## src/rtl/b220068cs_sneha_3_pkg.sv

```systemverilog
// Shared types and constants for the combination-lock controller.
// Contents: lock state enum, 3-bit code type, NO_ENTRY constant, progress width.
package lock_pkg;

  localparam int unsigned CODE_W = 3;
  localparam int unsigned PROG_W = 2;

  typedef logic [CODE_W-1:0] code_t;
  typedef logic [PROG_W-1:0] prog_t;

  localparam code_t NO_ENTRY = 3'd0;

  typedef enum logic [1:0] {
    LOCKED   = 2'd0,
    UNLOCKED = 2'd1,
    ALARM    = 2'd2
  } lock_state_t;

endpackage

```

## src/rtl/b220068cs_sneha_3_relock_timer.sv

```systemverilog
// Loadable down-counter that times how long the lock stays open.
// Ports: clk, rst (async active-high), load (load start value), en (count down),
//        done_c (combinational: the next enabled decrement reaches zero).
module relock_timer #(
  parameter int unsigned START = 8
) (
  input  logic clk,
  input  logic rst,
  input  logic load,
  input  logic en,
  output logic done_c
);

  localparam int unsigned TW = $clog2(START + 1);

  logic [TW-1:0] count;

  // Load takes priority; the counter parks at zero once expired.
  always_ff @(posedge clk or posedge rst) begin
    if (rst) begin
      count <= '0;
    end else if (load) begin
      count <= TW'(START);
    end else if (en && (count != '0)) begin
      count <= count - TW'(1);
    end
  end

  assign done_c = en && (count == TW'(1));

endmodule

```

## src/rtl/b220068cs_sneha_3.sv

```systemverilog
// Sequential combination-lock controller with auto-relock and sticky alarm.
// Ports: sw (3-bit code entry, 0 = none), clk, reset (async active-high),
//        alarm (in ALARM), locked (low only while UNLOCKED),
//        entimer (relock timer running), selsw (index of next expected entry).
module b220068cs_sneha_3
  import lock_pkg::*;
#(
  parameter code_t       CODE0         = 3'd1,
  parameter code_t       CODE1         = 3'd2,
  parameter code_t       CODE2         = 3'd3,
  parameter code_t       CODE3         = 3'd4,
  parameter int unsigned UNLOCK_CYCLES = 8
) (
  input  logic [2:0] sw,
  input  logic       clk,
  input  logic       reset,
  output logic       alarm,
  output logic       locked,
  output logic       entimer,
  output logic [1:0] selsw
);

  lock_state_t state, state_n;
  prog_t       p, p_n;
  code_t       sw_prev;
  logic        event_c;
  logic        load_c;
  logic        en_c;
  logic        done_c;
  code_t       expected_c;
  logic        locked_n, alarm_n, entimer_n;
  logic [1:0]  selsw_n;

  relock_timer #(.START(UNLOCK_CYCLES)) u_timer (
    .clk    (clk),
    .rst    (reset),
    .load   (load_c),
    .en     (en_c),
    .done_c (done_c)
  );

  // A new, non-zero value on sw is one entry; holding or returning to 0 is not.
  assign event_c = (sw != sw_prev) && (sw != NO_ENTRY);

  // Code entry expected at the current progress position.
  always_comb begin
    expected_c = CODE0;
    case (p)
      2'd0:    expected_c = CODE0;
      2'd1:    expected_c = CODE1;
      2'd2:    expected_c = CODE2;
      default: expected_c = CODE3;
    endcase
  end

  // State register, progress, entry history and registered outputs.
  always_ff @(posedge clk or posedge reset) begin
    if (reset) begin
      state   <= LOCKED;
      p       <= '0;
      sw_prev <= NO_ENTRY;
      locked  <= 1'b1;
      alarm   <= 1'b0;
      entimer <= 1'b0;
      selsw   <= 2'd0;
    end else begin
      state   <= state_n;
      p       <= p_n;
      sw_prev <= sw;
      locked  <= locked_n;
      alarm   <= alarm_n;
      entimer <= entimer_n;
      selsw   <= selsw_n;
    end
  end

  // Next-state logic; outputs are decoded from the next state so they register with it.
  always_comb begin
    state_n   = state;
    p_n       = p;
    load_c    = 1'b0;
    en_c      = 1'b0;
    locked_n  = 1'b1;
    alarm_n   = 1'b0;
    entimer_n = 1'b0;
    selsw_n   = 2'd0;

    case (state)
      LOCKED: begin
        if (event_c) begin
          if (sw == expected_c) begin
            if (p == prog_t'(3)) begin
              state_n = UNLOCKED;
              p_n     = '0;
              load_c  = 1'b1;
            end else begin
              p_n = p + prog_t'(1);
            end
          end else begin
            state_n = ALARM;
            p_n     = '0;
          end
        end
      end
      UNLOCKED: begin
        // Entries are ignored while open; the relock edge does not evaluate sw.
        en_c = 1'b1;
        if (done_c) begin
          state_n = LOCKED;
          p_n     = '0;
        end
      end
      ALARM: begin
        state_n = ALARM;
      end
      default: begin
        state_n = LOCKED;
        p_n     = '0;
      end
    endcase

    case (state_n)
      UNLOCKED: begin
        locked_n  = 1'b0;
        entimer_n = 1'b1;
      end
      ALARM: begin
        alarm_n = 1'b1;
      end
      default: begin
        selsw_n = 2'(p_n);
      end
    endcase
  end

endmodule

```

## config.mk

```make
export PLATFORM = sky130hd
export DESIGN_NAME = b220068cs_sneha_3
export DESIGN_NICKNAME = d
export VERILOG_FILES = /design/src/rtl/b220068cs_sneha_3_pkg.sv /design/src/rtl/b220068cs_sneha_3_relock_timer.sv /design/src/rtl/b220068cs_sneha_3.sv
export SDC_FILE = /design/constraint.sdc
export NUM_CORES = 1
export LEC_CHECK = 0
export CORE_MARGIN = 1.5
export CORE_UTILIZATION = 23
export CTS_BUF_LIST = sky130_fd_sc_hd__clkbuf_8
export DETAILED_ROUTE_END_ITERATION = 6
export PLACE_DENSITY = 0.37
export SYNTH_ARGS = -nofsm -noshare
export SYNTH_HDL_FRONTEND = slang
export SYNTH_SLANG_ARGS = --single-unit
```

## constraint.sdc

```tcl
create_clock -name clk -period 3.65 [get_ports clk]
set_clock_uncertainty 0.1 [all_clocks]
set_input_delay 0.73 -clock clk [delete_from_list [all_inputs] [get_ports clk]]
set_output_delay 0.73 -clock clk [all_outputs]
set_load 0.005 [all_outputs]
```

### Yosys cells after proc, flatten, opt, wreduce, memory -nomap -nowiden

Cells that the tools add are included.

* flip-flop bits (word level): 16
* input bits: 5
* word-level logic and storage cells: 51

* add/sub/neg operators: 2
* equal/unequal tests: 10
* muxes and demuxes: 22
* reductions and logical operators: 9

Operators with widths (count)
* 2-to-1 mux 2 bit: 9
* case mux 2 bit (3 select lines): 2
* case mux 3 bit (3 select lines): 1
* == test 2 bit (second input constant): 4
* 2-to-1 mux 1 bit: 8
* 2-to-1 mux 4 bit: 2
* == test 2 x 1 -> 1 bit (second input constant): 3
* == test 4 x 1 -> 1 bit (second input constant): 1
* zero test 2 bit: 2
* nonzero test 4 bit: 1
* subtractor 4 x 1 -> 4 bit (second input constant): 1
* == test 3 bit: 1
* logical AND 1 bit: 3
* != test 3 bit: 1
* nonzero test 3 bit: 1
* adder 2 x 1 -> 2 bit (second input constant): 1
* nonzero test 2 bit: 1
* OR reduction 2 bit: 1

### Depth between registers and ports, before layout

Gate-level depths: netlist (run 1).

* word-level depth: 9
* mapped depth: 9
* gate-level depth less buffers: 9

### Modules after synthesis

Synthesis (run 1) repeated with hierarchy kept, for this count alone.

* cell total of the unflattened synthesis: 98
* area, all modules: 997.2 um^2

Modules (own cells, without submodules)
* b220068cs_sneha_3: times used 1, cells each 73, area each 745.7 um^2
* relock_timer: times used 1, cells each 25, area each 251.5 um^2

### Worst setup path before layout (run 1)

No wires, ideal clock.

* path type: input -> register
* start: input port sw[1]
* end: register selsw[0]
* library setup time: 0.111 ns
* data arrival time: 2.316 ns
* path slack: 1.122 ns
* stages on the path: 9
* path buffers: 1
* cells stage by stage: buf_4 > and4bb_2 > a31oi_1 > o21ai_0 > nor2_2 > a41oi_1 > ha_1 > inv_1 > a2111oi_2

* cells in the longest elaborated chain, start to end: 7
* elaborated cells between the ends (all ways): 14
* classes of those cells: eq/ne (4); mux (7); reduce/logical (3)

RTL lines
* start, declared: RTL line b220068cs_sneha_3.sv:14 `input logic [2:0] sw,`
* == test 3 bit, or another cell as far along: RTL line b220068cs_sneha_3.sv:91 `if (sw == expected_c) begin`
* 2-to-1 mux 2 bit or logical AND 1 bit (tied branches): RTL line b220068cs_sneha_3.sv:91, b220068cs_sneha_3.sv:43
* 2-to-1 mux 2 bit: RTL line b220068cs_sneha_3.sv:90 `if (event_c) begin`
* case mux 2 bit (3 select lines): RTL line b220068cs_sneha_3.sv:88 `case (state)`
* == test 2 bit or == test 2 x 1 -> 1 bit (tied branches): RTL line b220068cs_sneha_3.sv:122 `case (state_n)`
* OR reduction 2 bit (no source line)
* 2-to-1 mux 2 bit *: RTL line b220068cs_sneha_3.sv:122
* via selsw_n[0]: RTL line b220068cs_sneha_3.sv:32 `logic [1:0] selsw_n;`
* end signal, assigned: RTL line b220068cs_sneha_3.sv:73 `selsw <= selsw_n;`
* end, declared: RTL line b220068cs_sneha_3.sv:20 `output logic [1:0] selsw`

The timed path passes the listed nets; every way through them passes the cells marked *.
A chain may end at the register's enable or synchronous reset.

### Final worst setup path (run 1)

* start: input port sw[0]
* end: register selsw[0]

* cells in the longest elaborated chain, start to end: 7
* elaborated cells between the ends (all ways): 14
* classes of those cells: eq/ne (4); mux (7); reduce/logical (3)

RTL lines
* == test 3 bit, or another cell as far along: RTL line b220068cs_sneha_3.sv:91
* 2-to-1 mux 2 bit or logical AND 1 bit (tied branches): RTL line b220068cs_sneha_3.sv:91, b220068cs_sneha_3.sv:43
* 2-to-1 mux 2 bit *: RTL line b220068cs_sneha_3.sv:90
* case mux 2 bit (3 select lines) *: RTL line b220068cs_sneha_3.sv:88
* via state_n[1]: RTL line b220068cs_sneha_3.sv:23 `lock_state_t state, state_n;`
* == test 2 bit or == test 2 x 1 -> 1 bit (tied branches): RTL line b220068cs_sneha_3.sv:122
* OR reduction 2 bit (no source line) *
* 2-to-1 mux 2 bit *: RTL line b220068cs_sneha_3.sv:122
* via selsw_n[0]: RTL line b220068cs_sneha_3.sv:32

Marks and branches as above.

==> impl_metrics.env, run 1 <==
export IMPL_status="finished, final reports clean"
export IMPL_ant_nets=0
export IMPL_final_max_slew_violation_count=0
export IMPL_rr_worst_depth=9
export IMPL_cts_tree="done"
export IMPL_drt_wl_total_um=2020
export IMPL_synth_seq_cells=16
export IMPL_yosysTopAreaCell="dfrtp_1"
export IMPL_crit_family="compound AO/OA/AOI/OAI gates"
export IMPL_ys_warn_count=0
export IMPL_fillers=436
export IMPL_synthSimpleGateAreaFrac_pct=14.4
export IMPL_cp_slowest_cell="clkdlybuf4s50_1"
export IMPL_cts_path_max_buffers=2
export IMPL_cp_startpoint="sw[0]"
export IMPL_synth_edf_count=0
export IMPL_cts_resized=0
export IMPL_io_buffers=9
export IMPL_max_freq_ghz=0.335
export IMPL_hp_class="reg -> reg"
export IMPL_p_sw_share_pct=25.5
export IMPL_synth_common_cells="15 x dfrtp_1, 9 x ha_1, 7 x inv_1"
export IMPL_start_util_pct=24.0
export IMPL_seqPwrFrac_pct=47.2
export IMPL_worst_path_buf_inv=2
export IMPL_power_leakage_nw=0.476
export IMPL_synth_area_leaders="dfrtp_1 39%, ha_1 12%, a41oi_1 3.6%"
export IMPL_synth_xor_xnor_area_share_pct=5.43
export IMPL_slowest_delay_ps=530
export IMPL_yosysMostFrequentCell="dfrtp_1"
export IMPL_cp_cell_sequence="clkdlybuf4s50_1, or3_4, a211oi_4, nor3_1, o21ba_2, ha_1, inv_1, a2111oi_2"
export IMPL_grt_use_total_pct=10.4
export IMPL_cp_max_fo=9
export IMPL_r2r_setup_slack_ps=1040
export IMPL_dieHeight_um=67.8
export IMPL_synthMuxAreaShare_pct=0
export IMPL_synth_nets=105
export IMPL_fin_crit_sh_pct=81.8
export IMPL_p_per_area_mw_per_mm2=343
export IMPL_yosys_area_share_adder_pct=11.6
export IMPL_nNetsFinal=117
export IMPL_die_area_mm2=0.00460
export IMPL_worst_slew_pin_slew_ps=628
export IMPL_synth_compound_area_share_pct=22.8
export IMPL_holdWs_ps=507
export IMPL_clkPwrFrac_pct=40.1
export IMPL_vias=726
export IMPL_drive_gt1_share_pct=14.7
export IMPL_r2r_end="selsw[0]$_DFF_PP0_"
export IMPL_core_region_area_mm2=0.00403
export IMPL_cts_sinks=16
export IMPL_die_w_um=67.8
export IMPL_syn_area_um2=967
export IMPL_area_growth_pct=19.9
export IMPL_synth_ff_type="dfrtp_1"
export IMPL_cp_end_kind="register"
export IMPL_cp_required_ps=3690
export IMPL_clockRootBuffer="clkbuf_8"
export IMPL_finalHoldViolCount=0
export IMPL_setup_viol=0
export IMPL_postCtsSetupBuffers=0
export IMPL_switching_power_mw=0.101
export IMPL_slew_headroom_pct=58.1
export IMPL_postSynth_asyncResetShare_pct=100
export IMPL_p_int_mw=0.296
export IMPL_antenna_found_initial=0
export IMPL_min_period_ps=2990
export IMPL_power_total_mw=0.398
export IMPL_r2r_start="p[0]$_DFF_PP0_"
export IMPL_grt_pass1_vias=739
export IMPL_arrival_ps=3030
export IMPL_seq_area_frac_synth_pct=41.5
export IMPL_multi_input_area_um2=524
export IMPL_cts_hold_buf=0
export IMPL_synth_top_family_by_area="compound AO/OA/AOI/OAI gates"
export IMPL_syn_inst=91
export IMPL_gp_congestion=0.738
export IMPL_synth_top_area_share_pct=38.8
export IMPL_drc_errors=0
export IMPL_htree_levels=1
export IMPL_drt_iter0_drc=28
export IMPL_dp_hpwl_um=1520
export IMPL_diodes=0
export IMPL_irDropWorstVdd_uv=167
export IMPL_synth_distinct_cells=34
export IMPL_grt_overflow=0
export IMPL_grt_max_degree=17
export IMPL_cap_violations=0
export IMPL_p_comb_share_pct=12.8
export IMPL_worstSetupStartpointType="input pin"
export IMPL_clk_pin_slew_worst_paths_ps=70
export IMPL_min_to="u_timer.count[3]$_DFFE_PP0P_"
export IMPL_crit_type="in -> reg"
export IMPL_wl_per_cell_um=13.3
export IMPL_hold_path_startpoint="u_timer.count[3]$_DFFE_PP0P_"
export IMPL_synth_avg_cell_area_um2=10.6
export IMPL_io_pins=10
export IMPL_avgViaCountPerCell=4.78
export IMPL_rsz0062_at_grt="false"
export IMPL_grt_pass1_wl_um=3580
export IMPL_fin_tns_setup_ps=0
export IMPL_fp_row_count=23
export IMPL_drtPass1Iterations=4
export IMPL_insertion_delay_ps=250
export IMPL_cts_buffers=3
export IMPL_ff_latch_area_um2=402
export IMPL_hold_depth=2
-- layer usage --
layer,routed length [µm],vias to the layer above,GRT usage (%)
met2,943,15,16.5
met5,0,-,0
met1,980,357,14.1
met4,12,0,1.50
li1,-,352,-
met3,83,2,3.29
-- metrics by stage --
step | std cells | worst slack [ps] | util, % | instance area [µm²]
3_5_place_dp | 148 | 401 | 27.4 | 1100
5_1_grt | 152 | 476 | 28.8 | 1160
4_1_cts | 152 | 657 | 28.8 | 1160
3_3_place_gp | 148 | 385 | 27.4 | 1100
2_1_floorplan | 91 | 1120 | - | 967
6_report | 152 | 664 | 28.8 | 1160
-- how the worst max path moves through the flow --
stage	to	slack [ps]	depth (start not counted)
CTS	selsw[0]$_DFF_PP0_	660	8
floorplan	selsw[0]$_DFF_PP0_	1120	9
global route	selsw[0]$_DFF_PP0_	480	9
global placement	selsw[0]$_DFF_PP0_	390	8
finish	selsw[0]$_DFF_PP0_	660	8
detailed placement	selsw[0]$_DFF_PP0_	400	8
-- flip-flops by register name (all words and copies together) (netlist names) --
signal	cells
alarm	1
entimer	1
locked	1
p	2
selsw	2
state	2
sw_prev	3
u_timer.count	4
-- worst min-delay path: cells and delay by family, from the launching register on --
kind / cells / cell delay [ps]
XOR/XNOR: 1 / 130
AO/OA/AOI/OAI: 1 / 90
flip-flops: 1 / 370
-- power groups by stage --
stage,combinational (mW),sequential (mW),clock [mW]
final,0.0508,0.187,0.159
after global placement,0.0519,0.191,0
after global routing,0.0579,0.188,0.174
after floorplan,0.0382,0.189,0
after detailed placement,0.0514,0.191,0
after CTS,0.0516,0.187,0.166
-- cell usage in the layout (no fill, tap or decap), drive strengths merged, types with 3 or more instances in the layout --
master	count
ha	9
nand3	3
dfrtp	15
o21ai	6
xor2	3
a41oi	5
nor3	4
nand2	5
xnor2	3
clkdlybuf4s50	9
inv	7
nor2	5
clkbuf	4
-- cells by family after synthesis --
| family | Yosys count |
|---|---|
| AO/OA/AOI/OAI | 26 |
| AND/OR/NAND/NOR | 25 |
| flip-flops | 16 |
| buffers and inverters | 9 |
| adder cells (fa/ha/maj) | 9 |
| XOR/XNOR | 6 |
-- final cells by class --
type,count,area share (%)
Inverter,7,2.27
Timing Repair Buffer,9,7.77
Multi-Input combinational cell,66,45.2
Clock buffer,4,4.75
Tap cell,50,5.39
Sequential cell,16,34.6
(Power assumes the default switching activity.)
==> run 2: changes to the inputs <==
PLACE_DENSITY = 0.38   (was 0.37)
clock period = 2.39 ns   (was 3.65 ns; I/O delays follow)
==> run 2 against run 1 <==
Effect of this change:
- worst hold slack got worse by 13 ps
- die area unchanged
- critical path type unchanged
- sequential power is 52% higher
- largest cell class unchanged
- utilization grew 5.2 points
==> impl_metrics.env, run 2 (synthesized netlist as in run 1, its figures left out) <==
export IMPL_die_area_mm2=0.00460
export IMPL_place_area_mm2=0.00123
export IMPL_htree_levels=1
export IMPL_start_util_pct=24.0
export IMPL_ff_latch_area_um2=402
export IMPL_cp_end_kind="register"
export IMPL_slowest_delay_ps=360
export IMPL_fin_tns_setup_ps=0
export IMPL_vias=799
export IMPL_nNetsFinal=135
export IMPL_drc_errors=0
export IMPL_core_region_area_mm2=0.00403
export IMPL_ant_nets=0
export IMPL_crit_family="compound AO/OA/AOI/OAI gates"
export IMPL_multi_input_area_um2=594
export IMPL_setup_ws_ps=50.3
export IMPL_hp_class="in -> async"
export IMPL_power_leakage_nw=0.598
export IMPL_final_max_slew_violation_count=0
export IMPL_status="finished, final reports clean"
export IMPL_diodes=0
export IMPL_drive_gt1_share_pct=36.7
export IMPL_wl_per_cell_um=13.0
export IMPL_fin_crit_sh_pct=97.9
export IMPL_fp_row_count=23
export IMPL_final_common_cell="buf_4"
export IMPL_largest_register="u_timer.count"
export IMPL_cp_slowest_cell="dlygate4sd2_1"
export IMPL_slew_headroom_pct=59.3
export IMPL_drt_iter0_drc=23
export IMPL_dp_hpwl_um=1590
export IMPL_grt_use_total_pct=10.1
export IMPL_avgViaCountPerCell=4.70
export IMPL_cts_buffers=3
export IMPL_clockRootBuffer="clkbuf_8"
export IMPL_layout_common_cells="18 x buf_4, 15 x dfrtp_1, 6 x ha_1, 6 x clkdlybuf4s50_1, 5 x nand2_1"
export IMPL_cp_max_fo=8
export IMPL_seqPwrFrac_pct=44.1
export IMPL_clkPwrFrac_pct=37.1
export IMPL_arrival_ps=2390
export IMPL_largestRegisters="u_timer.count (4), sw_prev (3)"
export IMPL_grt_pass1_vias=744
export IMPL_cap_violations=0
export IMPL_p_int_mw=0.482
export IMPL_rsz0062_at_grt="true"
export IMPL_worstSetupStartpointType="input pin"
export IMPL_dp_cells=165
export IMPL_drt_wl_total_um=2210
export IMPL_cts_tree="done"
export IMPL_fin_util_pct=34.0
export IMPL_finalHoldViolCount=0
export IMPL_p_per_area_mw_per_mm2=472
export IMPL_p_comb_share_pct=18.8
export IMPL_min_period_ps=2340
export IMPL_worst_path_buf_inv=2
export IMPL_p_sw_share_pct=25.4
export IMPL_die_w_um=67.8
export IMPL_largest_register_ffs=4
export IMPL_final_cell_count_no_fill=170
export IMPL_cts_sinks=16
export IMPL_setup_viol=0
export IMPL_insertion_delay_ps=250
export IMPL_stdcell_area_mm2=0.00137
export IMPL_io_buffers=9
export IMPL_switching_power_mw=0.164
export IMPL_irDropWorstVdd_uv=365
export IMPL_gp_congestion=0.769
export IMPL_cp_cell_sequence="dlygate4sd2_1, and4bb_2, a31oi_1, o21ai_2, nor2_2, a41oi_2, ha_4, inv_2, a2111oi_4"
export IMPL_antenna_found_initial=0
export IMPL_grt_max_degree=17
export IMPL_io_pins=10
export IMPL_grt_overflow=0
export IMPL_dieHeight_um=67.8
export IMPL_cp_required_ps=2440
export IMPL_drtPass1Iterations=4
export IMPL_max_freq_ghz=0.427
export IMPL_worst_slew_pin_slew_ps=610
export IMPL_cts_path_max_buffers=2
export IMPL_grt_pass1_wl_um=3430
export IMPL_clk_pin_slew_worst_paths_ps=60
export IMPL_fillers=427
export IMPL_crit_type="in -> reg"
export IMPL_dp_worst_setup_slack_ps=-484
export IMPL_area_growth_pct=41.5
-- run 2: metrics by stage --
stage                     hold slack (ps)  power, mW
after floorplan                       291      0.346
after global placement                485      0.400
after detailed placement              487      0.398
after CTS                             504      0.643
after global routing                  504      0.679
final                                 495      0.646
-- run 2: final timing paths --
| kind | endpoint | startpoint | depth (start not counted) | slack, ps |
|---|---|---|---|---|
| min in group clk | u_timer.count[3]$_DFFE_PP0P_ | u_timer.count[3]$_DFFE_PP0P_ | 2 | 500 |
| max in group asynchronous | u_timer.count[3]$_DFFE_PP0P_ | reset | 2 | 1300 |
| hold reg to reg | u_timer.count[3]$_DFFE_PP0P_ | u_timer.count[3]$_DFFE_PP0P_ | 2 | 500 |
| hold / removal | p[1]$_DFF_PP0_ | reset | 2 | 490 |
| setup reg to reg | selsw[0]$_DFF_PP0_ | p[1]$_DFF_PP0_ | 9 | 70 |
| setup / recovery | selsw[0]$_DFF_PP0_ | sw[0] | 9 | 50 |
-- run 2: power groups by stage --
stage / clock (mW) / sequential (mW) / combinational, mW
after floorplan: 0 / 0.288 / 0.0583
after global placement: 0 / 0.288 / 0.111
after detailed placement: 0 / 0.288 / 0.110
after CTS: 0.250 / 0.283 / 0.110
after global routing: 0.261 / 0.286 / 0.133
final: 0.239 / 0.285 / 0.122
-- run 2: area by class of cell --
| cell class | count | area share [%] |
|---|---|---|
| Multi-Input combinational cell | 66 | 43.4 |
| Sequential cell | 16 | 29.3 |
| Tap cell | 50 | 4.57 |
| Clock buffer | 4 | 4.02 |
| Timing Repair Buffer | 27 | 16.7 |
| Inverter | 7 | 1.92 |
-- run 2: worst reg2reg max path: stages, from the launching register on --
cell	delay, ps
dfrtp_1	380
inv_2	60
ha_4	150
or3_4	370
a211oi_4	260
buf_4	160
a41oi_2	110
ha_4	290
inv_2	40
a2111oi_4	290
-- run 2: timing repair --
action,4_1_cts,5_1_grt
hold buffers,0,0
endpoints found under the setup margin,4,4
gates resized for setup,4,15
pin swaps,0,5
buffers inserted,0,1
-- run 2: routing by layer --
layer	wire length, µm	up-vias	track usage, %
li1	-	395	-
met1	1030	383	13.1
met2	1070	19	16.4
met3	107	2	3.45
met4	7	0	2.25
met5	0	-	0
==> run 3: changes to the inputs <==
PLACE_DENSITY = 0.37   (was 0.38)
clock period = 2.56 ns   (was 2.39 ns; I/O delays follow)
==> run 3 against run 2 <==
Effect of this change:
- register-to-register slack gained 60 ps
- sequential cell count stayed put
- first-iteration DRC count is 26% lower
- highest routed layer is now met3
- critical endpoint unchanged
- largest cell class unchanged
- power down 9.5%
==> impl_metrics.env, run 3 (synthesized netlist as in run 1, its figures left out) <==
export IMPL_clockRootBuffer="clkbuf_8"
export IMPL_wl_met3_um=103
export IMPL_stdcell_area_mm2=0.00126
export IMPL_fin_util_pct=31.2
export IMPL_nNetsFinal=128
export IMPL_drc_errors=0
export IMPL_cp_max_fo=4
export IMPL_dieHeight_um=67.8
export IMPL_worst_slew_pin_slew_ps=635
export IMPL_irDropWorstVdd_uv=323
export IMPL_drt_wl_total_um=2080
export IMPL_die_area_mm2=0.00460
export IMPL_hold_depth=1
export IMPL_grt_use_total_pct=10.2
export IMPL_cap_violations=0
export IMPL_highest_layer="met3"
export IMPL_wl_per_cell_um=12.8
export IMPL_place_area_mm2=0.00117
export IMPL_p_comb_share_pct=16.5
export IMPL_cts_path_max_buffers=2
export IMPL_drt_iter0_drc=17
export IMPL_grt_overflow=0
export IMPL_r2r_setup_slack_ps=130
export IMPL_slew_headroom_pct=57.6
export IMPL_ff_latch_area_um2=402
export IMPL_io_buffers=9
export IMPL_hold_path_startpoint="sw[0]"
export IMPL_drive_gt1_share_pct=26.5
export IMPL_largest_register="u_timer.count"
export IMPL_clk_pin_slew_worst_paths_ps=60
export IMPL_crit_type="reg -> reg"
export IMPL_p_sw_share_pct=24.8
export IMPL_min_to="sw_prev[0]$_DFF_PP0_"
export IMPL_slowest_delay_ps=400
export IMPL_rsz0062_at_grt="false"
export IMPL_grt_pass1_wl_um=3510
export IMPL_gp_congestion=0.735
export IMPL_final_max_slew_violation_count=0
export IMPL_die_w_um=67.8
export IMPL_cp_slowest_cell="dfrtp_1"
export IMPL_hp_class="in -> reg"
export IMPL_clkPwrFrac_pct=37.8
export IMPL_start_util_pct=24.0
export IMPL_min_period_ps=2430
export IMPL_largestRegisters="u_timer.count (4), sw_prev (3)"
export IMPL_r2r_end="selsw[0]$_DFF_PP0_"
export IMPL_grt_pass1_vias=748
export IMPL_cp_end_kind="register"
export IMPL_critPathMostFrequentCell="ha_1"
export IMPL_r2r_start="p[0]$_DFF_PP0_"
export IMPL_setup_ws_ps=129
export IMPL_largest_register_ffs=4
export IMPL_worstSetupStartpointType="register"
export IMPL_insertion_delay_ps=250
export IMPL_ant_nets=0
export IMPL_max_freq_ghz=0.411
export IMPL_area_growth_pct=30.0
export IMPL_cts_buffers=3
export IMPL_final_common_cell="dfrtp_1"
export IMPL_wl_met2_um=990
export IMPL_power_leakage_nw=0.558
export IMPL_arrival_ps=2470
export IMPL_core_region_area_mm2=0.00403
export IMPL_layout_common_cells="15 x dfrtp_1, 11 x buf_4, 9 x ha_1"
export IMPL_cp_required_ps=2600
export IMPL_dp_hpwl_um=1600
export IMPL_htree_levels=1
export IMPL_p_int_mw=0.439
export IMPL_seqPwrFrac_pct=45.6
export IMPL_drtPass1Iterations=4
export IMPL_rr_worst_depth=9
export IMPL_wl_met1_um=986
export IMPL_finalHoldViolCount=0
export IMPL_io_pins=10
export IMPL_setup_viol=0
export IMPL_status="finished, final reports clean"
export IMPL_dp_worst_setup_slack_ps=-269
export IMPL_power_total_mw=0.584
export IMPL_vias=749
export IMPL_cts_tree="done"
export IMPL_fp_row_count=23
export IMPL_cts_sinks=16
export IMPL_multi_input_area_um2=534
export IMPL_avgViaCountPerCell=4.60
export IMPL_antenna_found_initial=0
export IMPL_fillers=427
export IMPL_cp_cell_sequence="inv_2, ha_1, or3_4, a211oi_4, nor3_2, o21ba_2, ha_1, inv_1, a2111oi_2"
export IMPL_fin_crit_sh_pct=95.0
export IMPL_grt_max_degree=17
export IMPL_p_per_area_mw_per_mm2=465
export IMPL_switching_power_mw=0.145
export IMPL_diodes=0
==> run 3: cell types whose count changed in the layout (fill, tap and decap cells not counted), moves of 2 or more <==
cell / before / now
buf_4: 18 / 11
inv_2: 3 / 1
ha_1: 6 / 9
inv_1: 4 / 6
ha_4: 2 / 0
==> run 3: critical path: cells and delay by family (launching register included) <==
kind                       cells  cell delay, ps
DFF                            1             400
buffers and inverters          2             130
and+or+nand+nor                2             470
AOI/OAI and AO/OA              3             730
adders and majority gates      2             490
==> run 3: per-stage QoR <==
stage                     std cells  hold slack (ps)  setup TNS [ps]
after global placement          157              498            -606
final                           163              381               0
after CTS                       161              504               0
after floorplan                  91              325               0
after global routing            163              379               0
after detailed placement        157              489            -703
==> run 3: power groups by stage <==
stage          combinational (mW)  sequential (mW)  clock, mW
6_report                   0.0965            0.267      0.221
5_1_grt                     0.108            0.268      0.242
4_1_cts                    0.0928            0.267      0.232
3_5_place_dp               0.0923            0.271          0
3_3_place_gp               0.0926            0.272          0
2_1_floorplan              0.0544            0.269          0
==> run 3: final cells by class <==
class,count,share of cell area [%]
flip-flops and latches,16,31.9
well taps,50,4.98
repair buffers,20,14.1
inverters,7,2.09
multi-input cells,66,42.5
clock buffers,4,4.38
==> run 3: timing repair <==
item / CTS / global route
pin swaps: 1 / 1
setup endpoints to repair: 1 / 2
hold buffers: 0 / 0
gates resized for setup: 1 / 6
setup buffers: 0 / 2
==> run 3: worst max-delay path by stage <==
stage	start	to	slack, ps	depth (start not counted)
floorplan	p[0]$_DFF_PP0_	selsw[0]$_DFF_PP0_	190	9
global placement	sw[1]	selsw[0]$_DFF_PP0_	-230	10
detailed placement	sw[0]	selsw[0]$_DFF_PP0_	-270	9
CTS	sw[0]	selsw[0]$_DFF_PP0_	30	8
global route	p[0]$_DFF_PP0_	selsw[0]$_DFF_PP0_	20	9
finish	p[0]$_DFF_PP0_	selsw[0]$_DFF_PP0_	130	9
==> run 3: metal layers <==
layer  vias to the layer above  global-route usage, %
met4                         0                  0.750
li1                        374                      -
met1                       357                   13.7
met5                         -                      0
met3                         0                   3.45
met2                        18                   16.8
